===== src/rtl/soc_bus_pkg.sv =====
// Shared definitions for the SoC peripheral bus: region map, slave indices,
// response-mux state encoding and the default error read data.
package soc_bus_pkg;

  localparam logic [3:0]  REGION_MEM  = 4'h0;
  localparam logic [3:0]  REGION_GPIO = 4'h4;
  localparam logic [3:0]  REGION_UART = 4'h5;
  localparam logic [3:0]  REGION_I2C  = 4'h6;

  localparam int          SLV_IDX_W = 2;
  localparam logic [1:0]  SLV_MEM  = 2'd0;
  localparam logic [1:0]  SLV_GPIO = 2'd1;
  localparam logic [1:0]  SLV_UART = 2'd2;
  localparam logic [1:0]  SLV_I2C  = 2'd3;

  localparam logic [31:0] ERR_DATA_DEFAULT = 32'hDEAD_BEEF;

  typedef enum logic [1:0] {
    ST_IDLE   = 2'd0,
    ST_ACTIVE = 2'd1,
    ST_ERR    = 2'd2,
    ST_RESP   = 2'd3
  } bus_state_e;

  typedef struct packed {
    logic                 hit;
    logic [SLV_IDX_W-1:0] idx;
  } region_dec_t;

  // Map the top address nibble to a slave index; hit=0 marks a hole in the map.
  function automatic region_dec_t decode_region(input logic [3:0] nib);
    region_dec_t d;
    d.hit = 1'b1;
    d.idx = SLV_MEM;
    case (nib)
      REGION_MEM:  d.idx = SLV_MEM;
      REGION_GPIO: d.idx = SLV_GPIO;
      REGION_UART: d.idx = SLV_UART;
      REGION_I2C:  d.idx = SLV_I2C;
      default:     d.hit = 1'b0;
    endcase
    return d;
  endfunction

endpackage


===== src/rtl/bus_timeout_counter.sv =====
// Stall watchdog: counts enabled cycles since the last clear and flags the
// cycle in which the limit-th enabled cycle is reached. limit=0 never expires.
module bus_timeout_counter #(
  parameter int W = 9
) (
  input  logic         clk,
  input  logic         rst,
  input  logic         clear,
  input  logic         enable,
  input  logic [W-1:0] limit,
  output logic         expired
);

  logic [W-1:0] count;

  // Count enabled cycles; cleared whenever no transaction is in flight.
  always_ff @(posedge clk) begin
    if (rst || clear) count <= '0;
    else if (enable)  count <= count + W'(1);
  end

  // count holds the number of earlier enabled cycles, so the limit-th
  // cycle is the one where count == limit-1.
  assign expired = (limit != '0) && (count == limit - W'(1));

endmodule


===== src/rtl/bus_response_mux.sv =====
// CPU-facing end of the peripheral bus: decodes the request to one of four
// slaves, forwards it, and returns the slave response or a bus error.
module bus_response_mux
  import soc_bus_pkg::*;
#(
  parameter int          TIMEOUT_CYCLES = 256,
  parameter logic [31:0] ERR_DATA       = ERR_DATA_DEFAULT,
  parameter int          NUM_SLAVES     = 4
) (
  input  logic                     clk,
  input  logic                     rst,
  input  logic                     m_valid,
  input  logic [31:0]              m_addr,
  input  logic [31:0]              m_wdata,
  input  logic [3:0]               m_wstrb,
  output logic                     m_ready,
  output logic [31:0]              m_rdata,
  output logic                     bus_err,
  output logic [NUM_SLAVES-1:0]    s_valid,
  output logic [31:0]              s_addr,
  output logic [31:0]              s_wdata,
  output logic [3:0]               s_wstrb,
  input  logic [NUM_SLAVES-1:0]    s_ready,
  input  logic [32*NUM_SLAVES-1:0] s_rdata,
  output logic [7:0]               err_count
);

  localparam int CNT_W = $clog2(TIMEOUT_CYCLES + 1) + 1;

  bus_state_e           state, state_nxt;
  region_dec_t          dec;
  logic [SLV_IDX_W-1:0] sel_idx;
  logic                 sel_ready;
  logic [31:0]          sel_rdata;
  logic                 expired;

  assign dec       = decode_region(m_addr[31:28]);
  assign sel_ready = s_ready[sel_idx];
  assign sel_rdata = s_rdata[32*int'(sel_idx) +: 32];

  bus_timeout_counter #(.W(CNT_W)) u_tmo (
    .clk     (clk),
    .rst     (rst),
    .clear   (state != ST_ACTIVE),
    .enable  (state == ST_ACTIVE),
    .limit   (CNT_W'(TIMEOUT_CYCLES)),
    .expired (expired)
  );

  // State register.
  always_ff @(posedge clk) begin
    if (rst) state <= ST_IDLE;
    else     state <= state_nxt;
  end

  // Next state; a ready in the expiry cycle wins over the timeout.
  always_comb begin
    state_nxt = state;
    case (state)
      ST_IDLE:   if (m_valid) state_nxt = dec.hit ? ST_ACTIVE : ST_ERR;
      ST_ACTIVE: begin
        if (sel_ready)    state_nxt = ST_RESP;
        else if (expired) state_nxt = ST_ERR;
      end
      ST_ERR:    state_nxt = ST_IDLE;
      ST_RESP:   state_nxt = ST_IDLE;
      default:   state_nxt = ST_IDLE;
    endcase
  end

  // Request latch, response data capture and error bookkeeping. The slave
  // side is only loaded for mapped requests, so unmapped write data never
  // reaches a slave.
  always_ff @(posedge clk) begin
    if (rst) begin
      sel_idx   <= SLV_MEM;
      s_addr    <= '0;
      s_wdata   <= '0;
      s_wstrb   <= '0;
      m_rdata   <= '0;
      err_count <= '0;
    end else begin
      if (state == ST_IDLE && m_valid && dec.hit) begin
        sel_idx <= dec.idx;
        s_addr  <= m_addr;
        s_wdata <= m_wdata;
        s_wstrb <= m_wstrb;
      end
      if (state == ST_ACTIVE && sel_ready) m_rdata <= sel_rdata;
      if (state_nxt == ST_ERR)             m_rdata <= ERR_DATA;
      if (state == ST_ERR && err_count != 8'hFF) err_count <= err_count + 8'd1;
    end
  end

  // One-hot slave valid while a transaction is in flight.
  always_comb begin
    s_valid = '0;
    if (state == ST_ACTIVE) s_valid[sel_idx] = 1'b1;
  end

  assign m_ready = (state == ST_RESP) || (state == ST_ERR);
  assign bus_err = (state == ST_ERR);

endmodule


===== config.mk =====
export PLATFORM = sky130hd
export DESIGN_NAME = bus_response_mux
export DESIGN_NICKNAME = d
export VERILOG_FILES = /design/src/rtl/soc_bus_pkg.sv /design/src/rtl/bus_timeout_counter.sv /design/src/rtl/bus_response_mux.sv
export SDC_FILE = /design/constraint.sdc
export NUM_CORES = 1
export LEC_CHECK = 0
export CORE_UTILIZATION = 36
export CTS_CLUSTER_DIAMETER = 50
export DETAILED_ROUTE_END_ITERATION = 8
export GPL_TIMING_DRIVEN = 0
export PLACE_DENSITY_LB_ADDON = 0.15
export SETUP_SLACK_MARGIN = 0.4
export SLEW_MARGIN = 20
export SYNTH_ARGS = -nofsm -noshare
export SYNTH_HDL_FRONTEND = slang
export SYNTH_HIERARCHICAL = 1
export SYNTH_SLANG_ARGS = --single-unit

===== constraint.sdc =====
create_clock -name clk -period 2 [get_ports clk]
set_input_delay 0.2 -clock clk [delete_from_list [all_inputs] [get_ports clk]]
set_output_delay 0.2 -clock clk [all_outputs]
set_load 0.03 [all_outputs]

==> results of run 1 <==
## cell type report
| cell class | instances | share of cell area |
|---|---|---|
| Clock inverter | 11 | 0.0113 |
| Inverter | 6 | 0.00247 |
| Timing Repair Buffer | 339 | 0.306 |
| Clock buffer | 21 | 0.0441 |
| Antenna cell | 1 | 0.000235 |
| Tap cell | 216 | 0.0254 |
| Buffer | 60 | 0.0359 |
| Multi-Input combinational cell | 508 | 0.343 |
| Sequential cell | 122 | 0.232 |
## final timing paths
path	startpoint	to	slack, ns	cells past startpoint
worst max-delay path	u_tmo/count[9]$_SDFFE_PP0P_	m_rdata[1]$_SDFFE_PP0P_	-0.006	11
worst min-delay path	m_addr[29]	s_addr[29]$_SDFFE_PP0P_	0.27	3
worst max register to register	u_tmo/count[9]$_SDFFE_PP0P_	m_rdata[1]$_SDFFE_PP0P_	-0.006	11
worst min register to register	s_addr[31]$_SDFFE_PP0P_	s_addr[31]$_SDFFE_PP0P_	0.45	2
## power by group through the flow
stage	combinational [W]	clock, W	sequential (W)
after floorplan	0.000484	0	0.00288
after global placement	0.00150	0	0.00266
after detailed placement	0.00151	0	0.00266
after CTS	0.00150	0.00309	0.00261
after global routing	0.00170	0.00321	0.00262
final	0.00159	0.00306	0.00261
## through the flow
stage	hold WS (ns)	cells	cell area [um^2]	setup WS, ns	setup TNS (ns)
floorplan	0.348	696	6150	0.375	0
detailed placement	0.446	1228	9580	-0.371	-12.97
global route	0.276	1283	10700	-0.121	-2.30
CTS	0.258	1269	10300	-0.0422	-0.847
finish	0.270	1284	10700	-0.00626	-0.00841
global placement	0.435	1228	9580	-0.366	-10.93
## placed cells by master, fill, tap and decap left out, types with 5 or more instances in the layout
| master | count |
|---|---|
| nand2b_1 | 5 |
| mux4_2 | 33 |
| clkbuf_4 | 5 |
| nand3_1 | 70 |
| mux2i_1 | 12 |
| conb_1 | 40 |
| dfxtp_1 | 108 |
| a31oi_1 | 21 |
| nand4_1 | 6 |
| dlygate4sd2_1 | 110 |
| buf_12 | 5 |
| xnor2_1 | 12 |
| clkdlybuf4s50_1 | 201 |
| a31oi_4 | 5 |
| nor2_1 | 19 |
| buf_4 | 17 |
| buf_6 | 17 |
| nor3_4 | 9 |
| a21oi_1 | 74 |
| clkbuf_1 | 21 |
| o21ai_0 | 70 |
| clkbuf_2 | 18 |
| clkbuf_16 | 17 |
| dfxtp_2 | 10 |
| nand2_1 | 58 |
| xor2_1 | 11 |
## cell families after synthesis
| kind of cell | Yosys count | share of synthesized area |
|---|---|---|
| simple gates | 205 | 0.173 |
| compound gates | 187 | 0.172 |
| flops | 122 | 0.410 |
| buf+inv | 66 | 0.0490 |
| mux | 47 | 0.149 |
| xor+xnor | 25 | 0.0368 |
| fa+ha+maj | 4 | 0.00841 |
| other cells | 2 | 0.00126 |
## worst register-to-register path, cell delays in order, from the launching register on
cell,delay [ns]
dfxtp_2,0.33
xor2_2,0.19
nor2_1,0.09
o21a_1,0.17
nor3_4,0.05
nor3_4,0.25
nand2_2,0.10
o22ai_4,0.24
a32oi_4,0.08
buf_12,0.16
buf_6,0.12
a31oi_1,0.14
## what timing repair did
item	CTS	global route
gates cloned	1	1
pin swaps	20	17
hold buffers	0	0
setup endpoints to repair	227	110
buffers inserted	8	13
resized for setup	203	52
## sequential cells by signal, summed over array words and instances, names as in the netlist
| register | cells |
|---|---|
| state | 2 |
| m_rdata | 32 |
| sel_idx | 2 |
| s_wdata | 32 |
| u_tmo/count | 10 |
| s_wstrb | 4 |
| s_addr | 32 |
| err_count | 8 |
## routing by layer
layer / share of wire / wire [um] / track usage
met5: 0 / 0 / 0
met4: 0.027 / 598 / 0.109
met3: 0.058 / 1280 / 0.0590
met2: 0.51 / 11100 / 0.425
met1: 0.41 / 8910 / 0.308
## cell usage after synthesis, types with 3 or more instances
library cell  instances
nor2_1               23
or4_1                 3
a31oi_1              26
nor3_1               13
xor2_1               12
nand2b_1              6
nor2b_1               3
buf_4                 3
a21oi_1              76
clkbuf_1             38
o21ai_0              71
mux4_2               33
dfxtp_1             122
buf_1                 3
xnor2_1              13
inv_1                 6
nand2_1              59
and3_1                5
nand4_1               6
buf_2                14
mux2i_1              12
nand3_1              70
ha_1                  4
==> results.cfg, run 1 <==
[outcome]
status = complete, but fails checks
violations = setup timing

[grt]
grt_pass1_vias = 6318
overflow = 0
grt.total_usage = 0.252
grt_max_degree = 17
grt_pass1_wl_um = 32600
antenna_found_initial = 0

[hold_path]
hp-class = in -> reg

[power_and_ir_drop]
power_frac_comb = 0.219
net-switching-power_w = 0.00201
total_power_w = 0.00726
p_clk_frac = 0.421
switching_share = 0.277
ir_drop_mv = 0.671
p_seq_frac = 0.360
leakagePower_nw = 4.26
power_density_mw_per_mm2 = 681
p_int_w = 0.00525

[layout]
seqCellArea_mm2 = 0.00247
drive_gt1_frac = 0.179
fin_nets = 1261
multi_input_area_mm2 = 0.00365
utilization = 0.666
syn2layout_area_growth_pct = 79.1
fillers = 1403

[synthesis]
synthCells = 658
synth_area_leaders = dfxtp_1 (41%), mux4_2 (12%), a21oi_1 (6.4%)
synthFlopType = dfxtp_1
yosysUniqueCellTypes = 51
async_reset_ff_frac = 0
yosysTopAreaCellShare = 0.410
yosysTopAreaCell = dfxtp_1
avgSynthCellArea_um2 = 9.04
synth_edf_count = 0
synth_area_mm2 = 0.00595
yosysWarnings = 6
synth_seq_area_share = 0.410
ys_ff_latch = 122

[sta]
hold_viol_final = 0
rsz0062_at_grt = true
period_needed_ns = 2.01
maxSlewHeadroom = 0.285
finClkSkew_ns = 0.0120
period_share = 1.00
fmax_ghz = 0.498
maxSlewViolCount = 0
fin_ws_ns = -0.00626
setup_violations = 2
tightest_slew_ns = 1.07

[detailed_routing]
routedWlPerCell_um = 17.1
dr.pass1.iters = 5
drc_errors = 0
routed_wl_um = 21900
avgViaCountPerCell = 5.15
via_count = 6613
final_antenna_net_count = 0
drt_iter0_markers = 222

[job]
cap_violations = 0

[worst_setup_path]
crit_family = compound AO/OA/AOI/OAI gates
worstPathMaxFanout = 5
crit_top_cell = nor3_4
cp_num_buf_inv = 2
path_cells = xor2_2, nor2_1, o21a_1, nor3_4, nor3_4, nand2_2, o22ai_4, a32oi_4, buf_12, buf_6, a31oi_1
worstSetupPathType = reg -> reg
slowest_stage = dfxtp_2
cpPeakStageDelay_ns = 0.33
cp.arrival_ns = 2.34
required_ns = 2.33
critPathCaptureType = flip-flop
startpoint_type = flip-flop

[die]
fp.dieW_um = 131
dieHeight_um = 131
die_area_mm2 = 0.0170
row_count = 46
start_util = 0.372
core_mm2 = 0.0160
boundaryPins = 317

[placement]
dpl.hpwl_um = 16300
port_buffers = 316
globalplace.congestion = 0.816

[clock_tree]
clk-insertion-delay-late_ns = 0.42
cts_root_buf = clkbuf_16
htreeDepth = 4
cts_max_path_buffers = 2
cts.sinks = 122
clk_pin_slew_ns = 0.06
cts_tree = yes
numCtsBuffers = 17
Power figures use the tool's default switching activity.
==> run 2, diff against run 1 <==
CORE_ASPECT_RATIO = 2   (was unset)
==> run 2 against run 1 <==
  * The run now ends clean
  * Combinational power is essentially flat
  * Final area down 0.55%
  * Non-clock buffer count grew 7
  * Count of clock-buffer cells in the layout stayed put
  * Global-route usage is 2.5 points higher
  * First-iteration DRC count up 17%
  * Maximum frequency up 3.5%
  * Largest cell class is now non-clock buffers
==> results.cfg, run 2 (synthesis gave the netlist of run 1 again) <==
[worst_setup_path]
crit-reg2reg-capture = m_rdata[18]$_SDFFE_PP0P_
startpoint_type = flip-flop
required_ns = 2.27
critPathCaptureType = flip-flop
cp-startpoint = u_tmo/count[6]$_SDFFE_PP0P_
worstRegToRegCells = 9
worstSetupPathType = reg -> reg
r2r-start = u_tmo/count[6]$_SDFFE_PP0P_
cp.arrival_ns = 2.20
reg2reg_slack_ns = 0.06
worstPathMaxFanout = 5

[layout]
final_common_cell = clkdlybuf4s50_1
syn2layout_area_growth_pct = 78.1
diodes = 0
drive_gt1_frac = 0.186
fin_nets = 1268
layout_common_cells = clkdlybuf4s50_1 (202), dlygate4sd2_1 (108), dfxtp_1 (107)
layout.cells.non_filler = 1277
top_regs = m_rdata x32, s_addr x32, s_wdata x32

[detailed_routing]
dr.pass1.iters = 5
final_antenna_net_count = 0
drt_iter0_markers = 260
via_count = 6662
routedWlPerCell_um = 18.6
drc_errors = 0
avgViaCountPerCell = 5.22
routed_wl_um = 23800

[placement]
globalplace.congestion = 0.878
dpl.hpwl_um = 18300
dpl.cell_count = 1216
port_buffers = 316

[outcome]
status = finished clean

[sta]
maxSlewViolCount = 0
period_share = 0.970
maxSlewHeadroom = 0.560
finClkSkew_ns = 0.0124
hold_viol_final = 0
rsz0062_at_grt = true
setup_violations = 0
fmax_ghz = 0.516
tightest_slew_ns = 0.659
period_needed_ns = 1.94

[die]
boundaryPins = 317
dieHeight_um = 184
die_area_mm2 = 0.0171
fp.dieW_um = 92.9
row_count = 66
start_util = 0.368
core_mm2 = 0.0162

[grt]
grt.total_usage = 0.277
grt_max_degree = 17
antenna_found_initial = 0
grt_pass1_vias = 6819
overflow = 0
grt_pass1_wl_um = 36200

[hold_path]
hold_start = m_wdata[17]
whs_endpoint = s_wdata[17]$_SDFFE_PP0P_
holdPathStages = 3
hp-class = in -> reg

[clock_tree]
cts.sinks = 122
cts_max_path_buffers = 2
cts_root_buf = clkbuf_16
numCtsBuffers = 17
clk_pin_slew_ns = 0.06
cts_tree = yes
htreeDepth = 4
clk-insertion-delay-late_ns = 0.41

[power_and_ir_drop]
ir_drop_mv = 0.576
total_power_w = 0.00728
leakagePower_nw = 4.30
power_density_mw_per_mm2 = 686

[job]
cap_violations = 0
## run 2: cell count changes in the layout (fill, tap and decap cells not counted), sizes merged
cell           before  now
inv                 5    7
clkdlybuf4s50     201  202
dlygate4sd2       110  108
diode               1    0
clkbuf             64   61
clkinv              6    3
buf                45   56
## run 2: worst max path at each step
stage / end
2_1_floorplan: m_rdata[5]$_SDFFE_PP0P_
3_3_place_gp: s_addr[11]$_SDFFE_PP0P_
3_5_place_dp: s_addr[8]$_SDFFE_PP0P_
4_1_cts: m_rdata[5]$_SDFFE_PP0P_
5_1_grt: m_rdata[24]$_SDFFE_PP0P_
6_report: m_rdata[18]$_SDFFE_PP0P_
## run 2: metal layers
| layer | up-vias | global-route usage | part of all wire |
|---|---|---|---|
| met1 | 3172 | 0.265 | 0.35 |
| met5 | - | 0 | 0 |
| li1 | 3174 | - | - |
| met2 | 264 | 0.547 | 0.56 |
| met4 | 0 | 0.106 | 0.031 |
| met3 | 52 | 0.0691 | 0.061 |
## run 2: per-stage QoR
step                      TNS (ns)  area [um^2]  hold WS (ns)  setup WS [ns]  utilization
after floorplan                  0         6150         0.348          0.375            -
after global placement      -16.77         9560         0.459         -0.355        0.591
after detailed placement    -18.32         9560         0.467         -0.389        0.591
after CTS                        0        10300         0.329         0.0358        0.637
after global routing         -1.46        10600         0.347        -0.0774        0.655
final                            0        10600         0.344         0.0607        0.655
## run 2: report_power, final
part	internal [W]	total (W)	switching, W
clock network	0.00197	0.00310	0.00113
registers	0.00255	0.00260	0.0000586
logic	0.000757	0.00157	0.000816
## run 2: what timing repair did
action / in CTS / in global routing
hold buffers: 0 / 0
pin swaps: 8 / 9
setup buffers: 14 / 14
gates cloned: 1 / 1
gates resized for setup: 200 / 72
endpoints found under the setup margin: 231 / 113
hold endpoints to repair: 0 / 0
## run 2: critical path, cell delays in order (launching register included)
cell,delay [ns]
dfxtp_2,0.36
xnor2_2,0.16
and4b_1,0.22
a21oi_2,0.18
nor3_4,0.08
nand2b_1,0.12
o22ai_4,0.09
a32oi_4,0.31
buf_6,0.20
a31oi_2,0.08
## run 2: cell type report
| cell class | count | area, um^2 |
|---|---|---|
| fillers | 1419 | 5590 |
| multi-input cells | 508 | 3570 |
| repair buffers | 346 | 3280 |
| flip-flops and latches | 122 | 2480 |
| clock buffers | 21 | 482 |
| plain buffers | 60 | 399 |
| well taps | 204 | 255 |
| clock inverters | 10 | 115 |
| inverters | 6 | 30.0 |
